--- config.mk ---
export PLATFORM = sky130hd
export DESIGN_NAME = branch_resolve_unit
export DESIGN_NICKNAME = d
export VERILOG_FILES = /design/src/rtl/branch_pkg.sv /design/src/rtl/branch_history_table.sv /design/src/rtl/branch_resolve_unit.sv
export SDC_FILE = /design/constraint.sdc
export NUM_CORES = 1
export LEC_CHECK = 0
export BUFFER_PORTS_ARGS = -buffer_cell sky130_fd_sc_hd__buf_2
export CAP_MARGIN = 15
export CORE_AREA = 2 2 141 143
export DETAILED_ROUTE_END_ITERATION = 10
export DIE_AREA = 0 0 143 145
export PLACE_DENSITY = 0.78
export SETUP_SLACK_MARGIN = 0.3
export SYNTH_ARGS = -nofsm -noshare
export SYNTH_HDL_FRONTEND = slang
export SYNTH_HIERARCHICAL = 1
export SYNTH_SLANG_ARGS = --single-unit
--- constraint.sdc ---
create_clock -name clk -period 3.75 [get_ports clk]
set_input_delay 0.75 -clock clk [delete_from_list [all_inputs] [get_ports clk]]
set_output_delay 0.75 -clock clk [all_outputs]
set_load 0.01 [all_outputs]
--- src/rtl/branch_pkg.sv ---
// Shared types for the execute-stage branch resolver.
//  branch_type_e : funct3 codes of the six conditional branches
//  bht_ctr_t     : 2-bit saturating predictor counter, SNT/WNT/WT/ST
//  ctrNext       : saturating counter step toward the resolved direction
package branch_pkg;

  typedef enum logic [2:0] {
    BEQ  = 3'b000,
    BNE  = 3'b001,
    BLT  = 3'b100,
    BGE  = 3'b101,
    BLTU = 3'b110,
    BGEU = 3'b111
  } branch_type_e;

  typedef logic [1:0] bht_ctr_t;

  localparam bht_ctr_t SNT = 2'b00;
  localparam bht_ctr_t WNT = 2'b01;
  localparam bht_ctr_t WT  = 2'b10;
  localparam bht_ctr_t ST  = 2'b11;

  localparam bht_ctr_t BHT_RESET_VAL = WNT;

  // Move one step toward the resolved direction, clamping at SNT/ST.
  function automatic bht_ctr_t ctrNext(input bht_ctr_t ctr, input logic taken);
    bht_ctr_t res;
    res = ctr;
    if (taken) begin
      if (ctr != ST) res = ctr + 2'd1;
    end else begin
      if (ctr != SNT) res = ctr - 2'd1;
    end
    return res;
  endfunction

endpackage

--- src/rtl/branch_history_table.sv ---
// PC-indexed table of 2-bit predictor counters.
//  clk, reset : clock, synchronous active-high reset (all entries -> WNT)
//  rdIdx      : lookup index (fetch side), async read
//  rdTaken    : counter MSB at rdIdx, pre-update on same-cycle write
//  wrIdx      : update index (execute side)
//  wrTaken    : resolved direction used to train the counter
//  we         : update enable
module branch_history_table
  import branch_pkg::*;
#(
  parameter int unsigned ENTRIES = 64
) (
  input  logic                       clk,
  input  logic                       reset,
  input  logic [$clog2(ENTRIES)-1:0] rdIdx,
  output logic                       rdTaken,
  input  logic [$clog2(ENTRIES)-1:0] wrIdx,
  input  logic                       wrTaken,
  input  logic                       we
);

  bht_ctr_t ctrArray [ENTRIES];

  // Reset wins over a pending update in the same cycle.
  always_ff @(posedge clk) begin
    if (reset) begin
      for (int i = 0; i < int'(ENTRIES); i++) ctrArray[i] <= BHT_RESET_VAL;
    end else if (we) begin
      ctrArray[wrIdx] <= ctrNext(ctrArray[wrIdx], wrTaken);
    end
  end

  // Async read sees the stored value, so a same-cycle write is not forwarded.
  assign rdTaken = ctrArray[rdIdx][1];

endmodule

--- src/rtl/branch_resolve_unit.sv ---
// Execute-stage branch resolver with a 2-bit dynamic predictor.
// Optional feature macro: BRU_PERF_CNT_EN (branch / mispredict perf counters).
//  clk, reset      : clock, synchronous active-high reset
//  PCF / PredTakenF: fetch-side lookup PC and its prediction
//  PredTakenE      : prediction carried down to E
//  BranchE, JumpE  : E instruction class; StallE holds E
//  TypeBranchE     : funct3 of the E branch
//  SrcAE, SrcBE    : forwarded operands
//  PCE, PCTargetE, PCPlus4E : E PC, taken target, fall-through
//  NeedBranchE, MispredictE, RedirectPCE, IllegalBranchE : combinational resolution
//  BranchCnt, MispredCnt : perf counters (tied to 0 without BRU_PERF_CNT_EN)
module branch_resolve_unit
  import branch_pkg::*;
#(
  parameter int unsigned XLEN        = 32,
  parameter int unsigned BHT_ENTRIES = 64,
  parameter int unsigned INDEX_LSB   = 2,
  parameter int unsigned PERF_CNT_W  = 32
) (
  input  logic                  clk,
  input  logic                  reset,
  input  logic [XLEN-1:0]       PCF,
  output logic                  PredTakenF,
  input  logic                  PredTakenE,
  input  logic                  BranchE,
  input  logic                  JumpE,
  input  logic                  StallE,
  input  logic [2:0]            TypeBranchE,
  input  logic [XLEN-1:0]       SrcAE,
  input  logic [XLEN-1:0]       SrcBE,
  input  logic [XLEN-1:0]       PCE,
  input  logic [XLEN-1:0]       PCTargetE,
  input  logic [XLEN-1:0]       PCPlus4E,
  output logic                  NeedBranchE,
  output logic                  MispredictE,
  output logic [XLEN-1:0]       RedirectPCE,
  output logic                  IllegalBranchE,
  output logic [PERF_CNT_W-1:0] BranchCnt,
  output logic [PERF_CNT_W-1:0] MispredCnt
);

  localparam int unsigned IDX_W = $clog2(BHT_ENTRIES);

  logic condRaw;
  logic cond;
  logic updateEn;
  logic unusedPcBits;

  // Branch condition from funct3; reserved encodings never take.
  always_comb begin
    condRaw = 1'b0;
    case (TypeBranchE)
      BEQ:     condRaw = (SrcAE == SrcBE);
      BNE:     condRaw = (SrcAE != SrcBE);
      BLT:     condRaw = ($signed(SrcAE) <  $signed(SrcBE));
      BGE:     condRaw = ($signed(SrcAE) >= $signed(SrcBE));
      BLTU:    condRaw = (SrcAE <  SrcBE);
      BGEU:    condRaw = (SrcAE >= SrcBE);
      default: condRaw = 1'b0;
    endcase
  end

  // Gating by BranchE keeps a don't-care funct3 from leaking into outputs or state.
  assign cond           = BranchE & condRaw;
  assign IllegalBranchE = BranchE & (TypeBranchE[2:1] == 2'b01);
  assign NeedBranchE    = cond | JumpE;
  assign MispredictE    = BranchE & ~StallE & (cond != PredTakenE) & ~IllegalBranchE;
  assign RedirectPCE    = cond ? PCTargetE : PCPlus4E;
  assign updateEn       = BranchE & ~StallE & ~IllegalBranchE;

  // Only the index field of each PC feeds the table.
  assign unusedPcBits = ^{PCF, PCE};

  branch_history_table #(
    .ENTRIES (BHT_ENTRIES)
  ) u_bht (
    .clk     (clk),
    .reset   (reset),
    .rdIdx   (PCF[INDEX_LSB +: IDX_W]),
    .rdTaken (PredTakenF),
    .wrIdx   (PCE[INDEX_LSB +: IDX_W]),
    .wrTaken (cond),
    .we      (updateEn)
  );

`ifdef BRU_PERF_CNT_EN
  // Free-running perf counters, wrapping naturally at full width.
  always_ff @(posedge clk) begin
    if (reset) begin
      BranchCnt  <= '0;
      MispredCnt <= '0;
    end else begin
      if (updateEn)    BranchCnt  <= BranchCnt  + PERF_CNT_W'(1);
      if (MispredictE) MispredCnt <= MispredCnt + PERF_CNT_W'(1);
    end
  end
`else
  assign BranchCnt  = '0;
  assign MispredCnt = '0;
`endif

endmodule
Word level (Yosys, flattened, before mapping)
Memory sizes are Yosys's and may differ from the RTL's.
Cells that the tools add are included.

word-level totals
  memories kept = 1
  register bits after elaboration = 0
  input port bits = 201
  bits in writable memories = 128
  word-level logic and storage cells = 44

operators by class
  $lt $le $gt $ge = 4
  reductions and logical operators = 3
  multiplexer cells = 15
  add/subtract/negate cells = 2
  eq/ne operators = 10
  bitwise logic cells = 9

memory list
  name            words  bits a word  rd ports  clocked after memory_dff  wr ports  RTL line                    source
  u_bht.ctrArray  64     2            2         0                         64        branch_history_table.sv:22  bht_ctr_t ctrArray [ENTRIES];

operator list
  operator               number
  $ge A32 B32 Y1         2
  $lt A32 B32 Y1         2
  $eq A32 B32 Y1         1
  $mux W32               1
  $ne A32 B32 Y1         1
  $eq A3 B3 Y1 const B   4
  $mux W2                6
  $and A1 B1 Y1          6
  $mux W1                6
  $mux W6                1
  $pmux W1 S6            1
  $eq A3 B1 Y1 const B   1
  $logic_not A3 Y1       1
  $add A2 B1 Y2 const B  1
  $eq A2 B1 Y1 const B   1
  $ne A2 B2 Y1 const B   1
  $not A1 Y1             2
  $reduce_bool A2 Y1     1
  $reduce_or A2 Y1       1
  $sub A2 B1 Y2 const B  1
  $ne A1 B1 Y1           1
  $or A1 B1 Y1           1

Depth between registers and ports, before layout
  depth in word-level cells = 9
  depth in mapped cells = 16

Modules after synthesis
The synthesis kept the hierarchy.

by module, submodules not included
  module                cells an instance  sequential area each (µm²)  instances  area each (µm²)
  branch_history_table  625                3843.7                      1          7086.8
  branch_resolve_unit   234                0.0                         1          1839.3

Least setup slack after synthesis
OpenSTA, ideal clock, no wires.

  path kind = input -> output
  start = in SrcBE[31]
  end = out RedirectPCE[25]
  arrival = 3.272 ns
  stages = 11
  required time = 3.000 ns
  path slack = -0.272 ns
  buffers on the path = 1
  cell sequence = inv_1 > ha_1 > nand4_1 > or4_4 > and4bb_1 > xor2_1 > a21oi_1 > a311oi_2 > o211ai_4 > buf_6 > mux2_4

between the ends
  word-level cells in the longest chain between the ends = 4
  elaborated cells between the ends (all ways) = 9
  those cells by class = 4 x order compare; 2 x eq/ne; 2 x mux; 1 x bitwise

RTL lines
  element                                 RTL line                   source
  start, declared                         branch_resolve_unit.sv:30  input logic [XLEN-1:0] SrcBE,
  $ge A32 B32 Y1 (tied with other cells)  branch_resolve_unit.sv:58  BGEU: condRaw = (SrcAE >= SrcBE);
  $pmux W1 S6 (*)                         branch_resolve_unit.sv:52  case (TypeBranchE)
  $and A1 B1 Y1 (*)                       branch_resolve_unit.sv:64  assign cond = BranchE & condRaw;
  $mux W32 (*)                            branch_resolve_unit.sv:68  assign RedirectPCE = cond ? PCTargetE : PCPlus4E;
  end, declared                           branch_resolve_unit.sv:36  output logic [XLEN-1:0] RedirectPCE,

Every way passes the cells marked *; elsewhere a longest branch is shown, timed or not.

Worst setup path after layout
  start = in SrcBE[25]
  end = out RedirectPCE[5]

The elaborated chain is that of the path after synthesis.

==> key figures <==
Run status
  – Run status: finished with violations
  – Violated checks: setup timing

Logic synthesis
  – Synth area leaders: edfxtp_1 43%, mux4_2 7.3%, buf_4 5.5%
  – Cells after Synth: 859
  – Syn_area_per_cell: 10.39 µm²
  – Prevailing post-synth register cell: edfxtp_1
  – Sequential fraction of the synthesis area: 0.4306
  – Number of flops mapped to enable cells by yosys: 128
  – Synth top cells by count: 128 x edfxtp_1, 74 x nand2_1, 65 x buf_4
  – Count leader, synth: edfxtp_1
  – Synth warnings: 6
  – Netlist cell types: 62
  – Yosys top cell area share: 0.4306
  – Synth Register Bits: 128
  – Cell Area, Synth: 0.008926 mm²
  – Top cell type by total area after synthesis: edfxtp_1
  – Post-synth ARST share: 0

Routing
  – Vias per cell: 5.934
  – Remaining DRCs: 0
  – Drt pass-1 iters: 6
  – Total length of routed wires: 30.54 mm
  – Routed vias: 7,904
  – Antenna viol nets, final: 0
  – DRT iter0 DRCs: 1,200
  – Drt wl/cell: 22.93 µm

Critical path
  – R2R Setup Slk: 0.83 ns
  – Worst setup EP type: output pin
  – Critical path arrival: 3.52 ns
  – CP Cell Sequence: buf_12 -> inv_12 -> ha_4 -> nand4_1 -> or4_4 -> and4bb_1 -> xor2_1 -> a21oi_1 -> a311oi_2 -> o211ai_4 -> buf_12 -> mux2_2 -> buf_2
  – Largest stage delay on the critical path: 0.55 ns
  – Critical Path Fanout Max: 22
  – Crit path kind: in -> out
  – CP startpoint kind: input pin
  – Critical Path RT: 3.00 ns
  – Crit path max-delay cell type: or4_4
  – Cell mode on critical path: buf_12

Final layout
  – Share of cells above drive strength 1: 0.3976
  – Area growth, synth to finish: 28.65%
  – Fill count: 1,494
  – Top flop regs: u_bht/ctrArray x128
  – Max reg flops: 128
  – Biggest register: u_bht/ctrArray
  – NumNets Final: 1,284

STA
  – WHS: 0.9811 ns
  – Hold Fails Final Rpt: 0
  – Final setup viols: 35
  – Tightest Pin Transition: 0.8028 ns
  – Slew HR: 0.4628
  – Final worst slack: -0.5219 ns
  – Setup Skew: 0.007683 ns
  – Final Cycle Share: 1.139
  – RSZ-0062 raised after global routing: yes
  – Fin. max-slew vios: 0
  – Tmin final: 4.272 ns
  – Achievable frequency: 234.1 MHz

Die
  – Die footprint: 0.02074 mm²
  – Starting Density: 0.4647
  – Die Span Y: 145 µm
  – Die Wd: 143 µm
  – Core footprint: 0.01921 mm²
  – FP Rows: 51
  – I/O pins: 301

Global routing
  – Initial antenna violation count: 4
  – Overflow after GRT: 0
  – Largest net degree at the start of global routing: 41
  – Gr usage total: 0.2919
  – Wire length of the first global-routing pass: 44.88 mm
  – Vias in the first global route: 7,620

Worst hold path
  – Worst Hold Class: in -> reg

Clock tree
  – H-tree levels: 4
  – CTS tree: built
  – Cts hold-fix bufs: 0
  – TritonCTS Buffers: 17
  – Clock tree buffer depth: 2
  – CTS sink count: 128
  – Reg clk slew, reported paths: 0.05 ns
  – Root Buffer: clkbuf_16
  – Worst skew pair latency: 0.42 ns

Placement
  – Post-DP HPWL: 21.93 mm
  – Setup Slack @ Placement: -0.5867 ns
  – Input/output buffers: 184
  – Gpl congestion: 0.9449

Power and ir drop
  – PD cells: 364.8 mW/mm²
  – VDD IR-drop max: 0.0003505 V
  – Leak: 4.479 nW
  – Pwr Total: 4.189 mW

Flow run
  – Max Cap Viol: 0
through the flow:
step | cell area (µm²) | utilization | TNS [ns] | cells
4_1_cts | 11360 | 0.5916 | -16.02 | 1329
3_5_place_dp | 10320 | 0.5372 | -55.56 | 1291
3_3_place_gp | 10320 | 0.5372 | -49.83 | 1291
6_report | 11480 | 0.5979 | -15.53 | 1332
5_1_grt | 11480 | 0.5976 | -22.11 | 1330
2_1_floorplan | 9472 | - | -1.948 | 922
final timing paths:
check	from	to	depth (start not counted)
setup / recovery	SrcBE[25]	RedirectPCE[5]	13
setup reg to reg	u_bht/ctrArray[7][0]	u_bht/ctrArray[23][0]	9
hold reg to reg	u_bht/ctrArray[30][0]	u_bht/ctrArray[30][0]	7
hold / removal	reset	u_bht/ctrArray[17][0]	4
layout by cell type, fill, tap and decap left out, types with 11 or more instances in the layout:
| cell type | synthesis | final |
|---|---|---|
| buf_2 | 14 | 164 |
| edfxtp_1 | 128 | 128 |
| nand2_1 | 74 | 74 |
| conb_1 | 1 | 64 |
| nand3_1 | 62 | 60 |
| buf_4 | 65 | 54 |
| nor2_1 | 52 | 42 |
| o21ai_0 | 42 | 42 |
| inv_1 | 38 | 33 |
| mux4_2 | 29 | 29 |
| ha_1 | 32 | 27 |
| mux2_2 | 32 | 26 |
| mux2i_1 | 26 | 25 |
| buf_6 | 12 | 23 |
| nor3_2 | 0 | 23 |
| a21oi_1 | 21 | 21 |
| clkbuf_16 | 0 | 17 |
| o31ai_1 | 14 | 14 |
| nand4_1 | 11 | 11 |
power by group:
| group | switching [mW] | leakage [nW] | internal (mW) |
|---|---|---|---|
| Combinational | 0.589 | 3.07 | 0.435 |
| Sequential | 0.0198 | 1.15 | 1.61 |
| Clock | 0.575 | 0.265 | 0.964 |
kinds of logic after synthesis:
group | Yosys count | synth area share
compound gates | 130 | 0.09714
xor+xnor | 1 | 0.0009814
fa+ha+maj | 34 | 0.04724
buf+inv | 184 | 0.1168
flops | 128 | 0.4306
mux | 89 | 0.1461
other cells | 1 | 0.0004201
simple gates | 292 | 0.1608
repair_timing:
action / 4_1_cts / 5_1_grt
resized for setup: 89 / 21
buffers inserted: 2 / 0
pin swaps: 2 / 2
cloned: 4 / 0
endpoints found under the setup margin: 162 / 163
layer usage:
metal / wire length (µm) / track usage / vias up / share of wire
li1: - / - / 3456 / -
met1: 11110 / 0.3774 / 3756 / 0.36
met5: 8 / 0 / - / 0.00026
met2: 14460 / 0.4598 / 600 / 0.47
met4: 1003 / 0.1059 / 2 / 0.033
met3: 3961 / 0.09274 / 90 / 0.13
critical path, delay by kind of cell:
family	cells	cell delay, ns
xor+xnor	1	0.14
mux	1	0.33
fa+ha+maj	1	0.25
compound gates	3	0.56
buf+inv	4	0.47
simple gates	3	1.01
area by class of cell:
type	count	area (µm²)	share of cell area
Inverter	38	162.7	0.01416
Timing Repair Buffer	256	1798	0.1566
Sequential cell	128	3844	0.3347
Clock inverter	9	91.34	0.007954
Antenna cell	3	7.507	0.0006537
Clock buffer	23	447.9	0.03901
Tap cell	265	331.6	0.02887
Multi-Input combinational cell	610	4801	0.4181
(Power assumes the default switching activity.)
